<file path="src/rtl/divider_prog.sv">
// Programmable integer clock divider: runtime-loadable divisor applied only at
// period boundaries, with near-50% clk_out, a last-cycle tick and a load handshake.
module divider_prog #(
  parameter int unsigned      CNT_W       = 8,
  parameter logic [CNT_W-1:0] DIV_DEFAULT = CNT_W'(6)
) (
  input  logic             sys_clock,
  input  logic             sys_rst_n,
  input  logic             en,
  input  logic [CNT_W-1:0] div_in,
  input  logic             div_load,
  output logic             clk_out,
  output logic             tick,
  output logic             load_ack,
  output logic             load_err,
  output logic             div_pend,
  output logic [CNT_W-1:0] div_act
);

  if (DIV_DEFAULT < CNT_W'(2)) begin : g_bad_default
    $error("divider_prog: DIV_DEFAULT must be >= 2");
  end

  logic             run_reg;
  logic [CNT_W-1:0] cnt_reg;
  logic [CNT_W-1:0] pend_reg;
  logic             pend_v_reg;

  logic             run_next;
  logic [CNT_W-1:0] cnt_next;
  logic [CNT_W-1:0] pend_next;
  logic             pend_v_next;
  logic [CNT_W-1:0] div_act_next;
  logic             load_ack_next;
  logic             load_err_next;
  logic             clk_out_next;
  logic             tick_next;
  logic             last_cnt;
  logic             boundary;
  logic             div_valid;

  always_comb begin
    last_cnt      = (cnt_reg == (div_act - 1'b1));
    boundary      = !en || !run_reg || last_cnt;
    div_valid     = (div_in >= CNT_W'(2));
    run_next      = en;
    cnt_next      = '0;
    pend_next     = pend_reg;
    pend_v_next   = pend_v_reg;
    div_act_next  = div_act;
    load_ack_next = 1'b0;
    load_err_next = div_load && !div_valid;

    if (en && run_reg && !last_cnt) begin
      cnt_next = cnt_reg + 1'b1;
    end

    // A fresh valid load beats a stale pending value, both at a boundary and not.
    if (div_load && div_valid) begin
      if (boundary) begin
        div_act_next  = div_in;
        pend_v_next   = 1'b0;
        load_ack_next = 1'b1;
      end else begin
        pend_next   = div_in;
        pend_v_next = 1'b1;
      end
    end else if (boundary && pend_v_reg) begin
      div_act_next  = pend_reg;
      pend_v_next   = 1'b0;
      load_ack_next = 1'b1;
    end

    clk_out_next = run_next && (cnt_next < (div_act_next >> 1));
    tick_next    = run_next && (cnt_next == (div_act_next - 1'b1));
  end

  always_ff @(posedge sys_clock or negedge sys_rst_n) begin
    if (!sys_rst_n) begin
      run_reg    <= 1'b0;
      cnt_reg    <= '0;
      pend_reg   <= '0;
      pend_v_reg <= 1'b0;
      div_act    <= DIV_DEFAULT;
      clk_out    <= 1'b0;
      tick       <= 1'b0;
      load_ack   <= 1'b0;
      load_err   <= 1'b0;
      div_pend   <= 1'b0;
    end else begin
      run_reg    <= run_next;
      cnt_reg    <= cnt_next;
      pend_reg   <= pend_next;
      pend_v_reg <= pend_v_next;
      div_act    <= div_act_next;
      clk_out    <= clk_out_next;
      tick       <= tick_next;
      load_ack   <= load_ack_next;
      load_err   <= load_err_next;
      div_pend   <= pend_v_next;
    end
  end

endmodule
</file>
<file path="config.mk">
export PLATFORM = sky130hd
export DESIGN_NAME = divider_prog
export DESIGN_NICKNAME = d
export VERILOG_FILES = /design/src/rtl/divider_prog.sv
export SDC_FILE = /design/constraint.sdc
export NUM_CORES = 1
export LEC_CHECK = 0
export CAP_MARGIN = 20
export CORE_AREA = 5 5 70 72
export CTS_BUF_LIST = sky130_fd_sc_hd__clkbuf_4 sky130_fd_sc_hd__clkbuf_8
export CTS_CLUSTER_DIAMETER = 40
export DETAILED_ROUTE_END_ITERATION = 7
export DIE_AREA = 0 0 75 77
export DONT_BUFFER_PORTS = 1
export PLACE_DENSITY = 0.7
export SYNTH_ARGS = -nofsm -noshare
export SYNTH_HDL_FRONTEND = slang
export SYNTH_SLANG_ARGS = --single-unit
</file>
<file path="constraint.sdc">
create_clock -name sys_clock -period 5.01 [get_ports sys_clock]
set_input_delay 0.501 -clock sys_clock [delete_from_list [all_inputs] [get_ports sys_clock]]
set_output_delay 0.501 -clock sys_clock [all_outputs]
set_load 0.01 [all_outputs]
</file>
==> flow_metrics.tcl <==
set metrics [dict create \
    final-setup-viol-count 0 \
    synthXorXnorAreaFrac 0.0999 \
    clockRootBuffer "clkbuf_8" \
    async_flop_share 1.00 \
    cts_sinks 30 \
    rsz0062_at_grt "false" \
    cp_common_cell "or3_1" \
    synth_cells 204 \
    ios 25 \
    hold_viol 0 \
    synth_top_family_by_area "compound AO/OA/AOI/OAI gates" \
    die_area_sq_mm 0.00578 \
    crit_arrival_ns 4.12 \
    crit_family "simple AND/OR/NAND/NOR gates" \
    min_path_type "input port to async pin" \
    timing.final.crit_period_ns 3.96 \
    initial_core_util 0.476 \
    synth_adder_area_share 0.0559 \
    leakagePower_nw 0.894 \
    end_kind "register" \
    p_clk_frac 0.192 \
    antenna_cells 0 \
    cts_buffer_depth 2 \
    synth_edf_count 0 \
    antenna_found_initial 0 \
    routed_wirelength_mm 4.79 \
    outcome "complete, no violations" \
    critPathKind "register to register" \
    grt_first_pass_wirelength_mm 7.95 \
    fp.dieW_microns 75 \
    finalCritPeriodShare 0.791 \
    start_kind "register" \
    crit_required_ns 5.17 \
    avgSynthCellArea_sq_um 9.88 \
    clkLatencyLatePin_ns 0.29 \
    grt-ovfl-total 0 \
    cts.repair.resized 0 \
    worst_slew_pin_slew_ns 0.613 \
    synthMuxAreaShare 0.0447 \
    r2r_cells 12 \
    synth.distinct_cells 55 \
    power.switching_mw 0.442 \
    core_sq_mm 0.00423 \
    fmax_mhz 252 \
    syn-cell-area_sq_mm 0.00202 \
    grt_pass1_vias 1552 \
    htreeDepth 2 \
    final_nets 225 \
    cpMaxStageDelayCell "or3_1" \
    slowest_delay_ns 0.49 \
    place_hpwl_mm 3.59 \
    vias 1559 \
    area_delta_synth_final_pct 6.89 \
    r2r-end "tick$_DFF_PN0_" \
    yosysWarningCount 0 \
    maxSlewHeadroom 0.591 \
    cts_tree "built" \
    drt_iter0_markers 145 \
    viasPerCell 6.07 \
    crit_fanout 9 \
    crit_chain "or3_1, or3_1, and4b_1, or3_1, nand3_1, inv_1, o22ai_1, inv_1, ha_1, nor4b_1, o21ai_0, a2111oi_2" \
    grt_usage 0.184 \
    synth_compound_area_frac 0.202 \
    yosysSeqAreaShare 0.374 \
    drive_gt1_frac 0.137 \
    drc 0 \
    first_pass_iters 4 \
    ant_nets 0 \
    p_int_mw 0.630 \
    drv_slew 0 \
    regToRegSetupSlack_ns 1.05 \
    peakVddDrop_uv 177 \
    p_seq_frac 0.376 \
    cts_buffers 5 \
    ys_ff_latch 30 \
    syn_nets 225 \
    fin_worst_skew_ns 0.0105 \
    rr_startpoint "div_act[0]$_DFF_PN0_" \
    grt_max_degree 29 \
    die_y_microns 77 \
    tns_ns 0 \
    pwr-share-comb 0.431 \
    clkSlewWorstSetupHoldPaths_ns 0.07 \
    place.gp.congestion 0.840 \
    fin_util 0.509 \
    worstPathBufferInverterCount 2 \
    port_buffers 0 \
    drv_cap 0 \
    ys.flop_type "dfrtp_1" \
    powerDensity_mw_per_mm2 498 \
    wl_per_cell_microns 18.6 \
    swShare 0.412 \
    std_cell_rows 24 \
    synthSimpleGateAreaFrac 0.179 \
]
-- power by group through the flow --
| stage | sequential [mW] | clock, mW | combinational (mW) |
|---|---|---|---|
| global placement | 0.407 | 0 | 0.451 |
| CTS | 0.404 | 0.211 | 0.463 |
| finish | 0.404 | 0.206 | 0.462 |
| global route | 0.415 | 0.222 | 0.512 |
| detailed placement | 0.408 | 0 | 0.453 |
| floorplan | 0.377 | 0 | 0.394 |
-- how the worst max path moves through the flow --
stage,start,to,slack [ns],depth (start not counted)
final,div_act[0]$_DFF_PN0_,tick$_DFF_PN0_,1.05,12
after detailed placement,div_act[0]$_DFF_PN0_,tick$_DFF_PN0_,1.09,12
after global placement,div_act[0]$_DFF_PN0_,clk_out$_DFF_PN0_,1.22,11
after CTS,div_act[0]$_DFF_PN0_,tick$_DFF_PN0_,1.07,12
after floorplan,div_act[0]$_DFF_PN0_,tick$_DFF_PN0_,1.39,14
after global routing,div_act[0]$_DFF_PN0_,tick$_DFF_PN0_,0.65,12
-- per-layer routing --
metal  vias up  global-route usage  wire (microns)
met2        36               0.276            2370
met4         0              0.0587              57
met3         6              0.0667             293
met5         -                   0               0
met1       766               0.243            2070
li1        751                   -               -
-- cells by family after synthesis --
logic type / count (synthesis)
multiplexers: 8
adder cells (fa/ha/maj): 9
AO/OA/AOI/OAI: 50
XOR/XNOR: 23
buffers and inverters: 21
flip-flops: 30
AND/OR/NAND/NOR: 63
-- through the flow --
step                cell area, sq um  instances  setup WS [ns]  power (mW)  hold slack, ns
CTS                             2150        257           1.07        1.08          0.0206
finish                          2150        257           1.05        1.07          0.0242
global route                    2150        257          0.651        1.15          0.0219
global placement                2040        248           1.22       0.857           0.206
floorplan                       2020        204           1.39       0.771           0.205
detailed placement              2040        248           1.09       0.861           0.206
-- worst reg2reg max path, stage by stage, from the launching register on --
cell and delay [ns]:
dfrtp_1 0.44, or3_1 0.49, or3_1 0.40, and4b_1 0.20, or3_1 0.38, nand3_1 0.34
inv_1 0.16, o22ai_1 0.24, inv_1 0.08, ha_1 0.31, nor4b_1 0.28, o21ai_0 0.17
a2111oi_2 0.35
-- cells in the mapped netlist, types with 2 or more instances --
master	count	area, sq um
dfstp_2	2	52.6
or3_1	5	31.3
nand3_1	9	45.0
o211ai_1	2	15.0
or2_2	2	12.5
buf_2	2	10.0
nand4_1	4	25.0
a22oi_1	7	52.6
nor2_1	15	56.3
and3_1	3	18.8
nor4b_1	3	26.3
inv_1	13	48.8
nand2_1	5	18.8
dfrtp_1	28	701
xor2_1	7	61.3
ha_1	9	113
a22o_1	2	17.5
clkbuf_1	4	15.0
a21oi_1	8	40.0
and2_1	4	25.0
o21ai_0	11	55.1
nor2b_1	4	25.0
mux2_2	8	90.1
xnor2_1	16	140
-- area by class of cell --
type / count / area, sq um
clock buffer: 6 / 82.6
inverter: 13 / 48.8
clock inverter: 2 / 12.5
tap: 52 / 65.1
multi-input combinational: 153 / 1170
sequential: 30 / 753
timing repair buffer: 1 / 20.0
fill: 378 / 2080
-- layout by cell type (no fill, tap or decap), drive strengths merged, types with 2 or more instances in the layout --
cell type	count
dfrtp	28
xnor2	16
nor2	15
inv	13
o21ai	11
nand3	9
ha	9
a21oi	8
mux2	8
xor2	7
a22oi	7
clkbuf	6
or3	5
nand2	5
and2	5
nor2b	4
nand4	4
nor4b	3
and3	3
a22o	3
or2	2
o211ai	2
dfstp	2
nor4	2
o22ai	2
a2bb2oi	2
-- repair_timing --
item | 4_1_cts | 5_1_grt
endpoints found under the hold margin | 28 | 0
setup buffers | 0 | 0
hold buffers | 1 | 0
No activity file was read; power rests on OpenSTA's default activity.
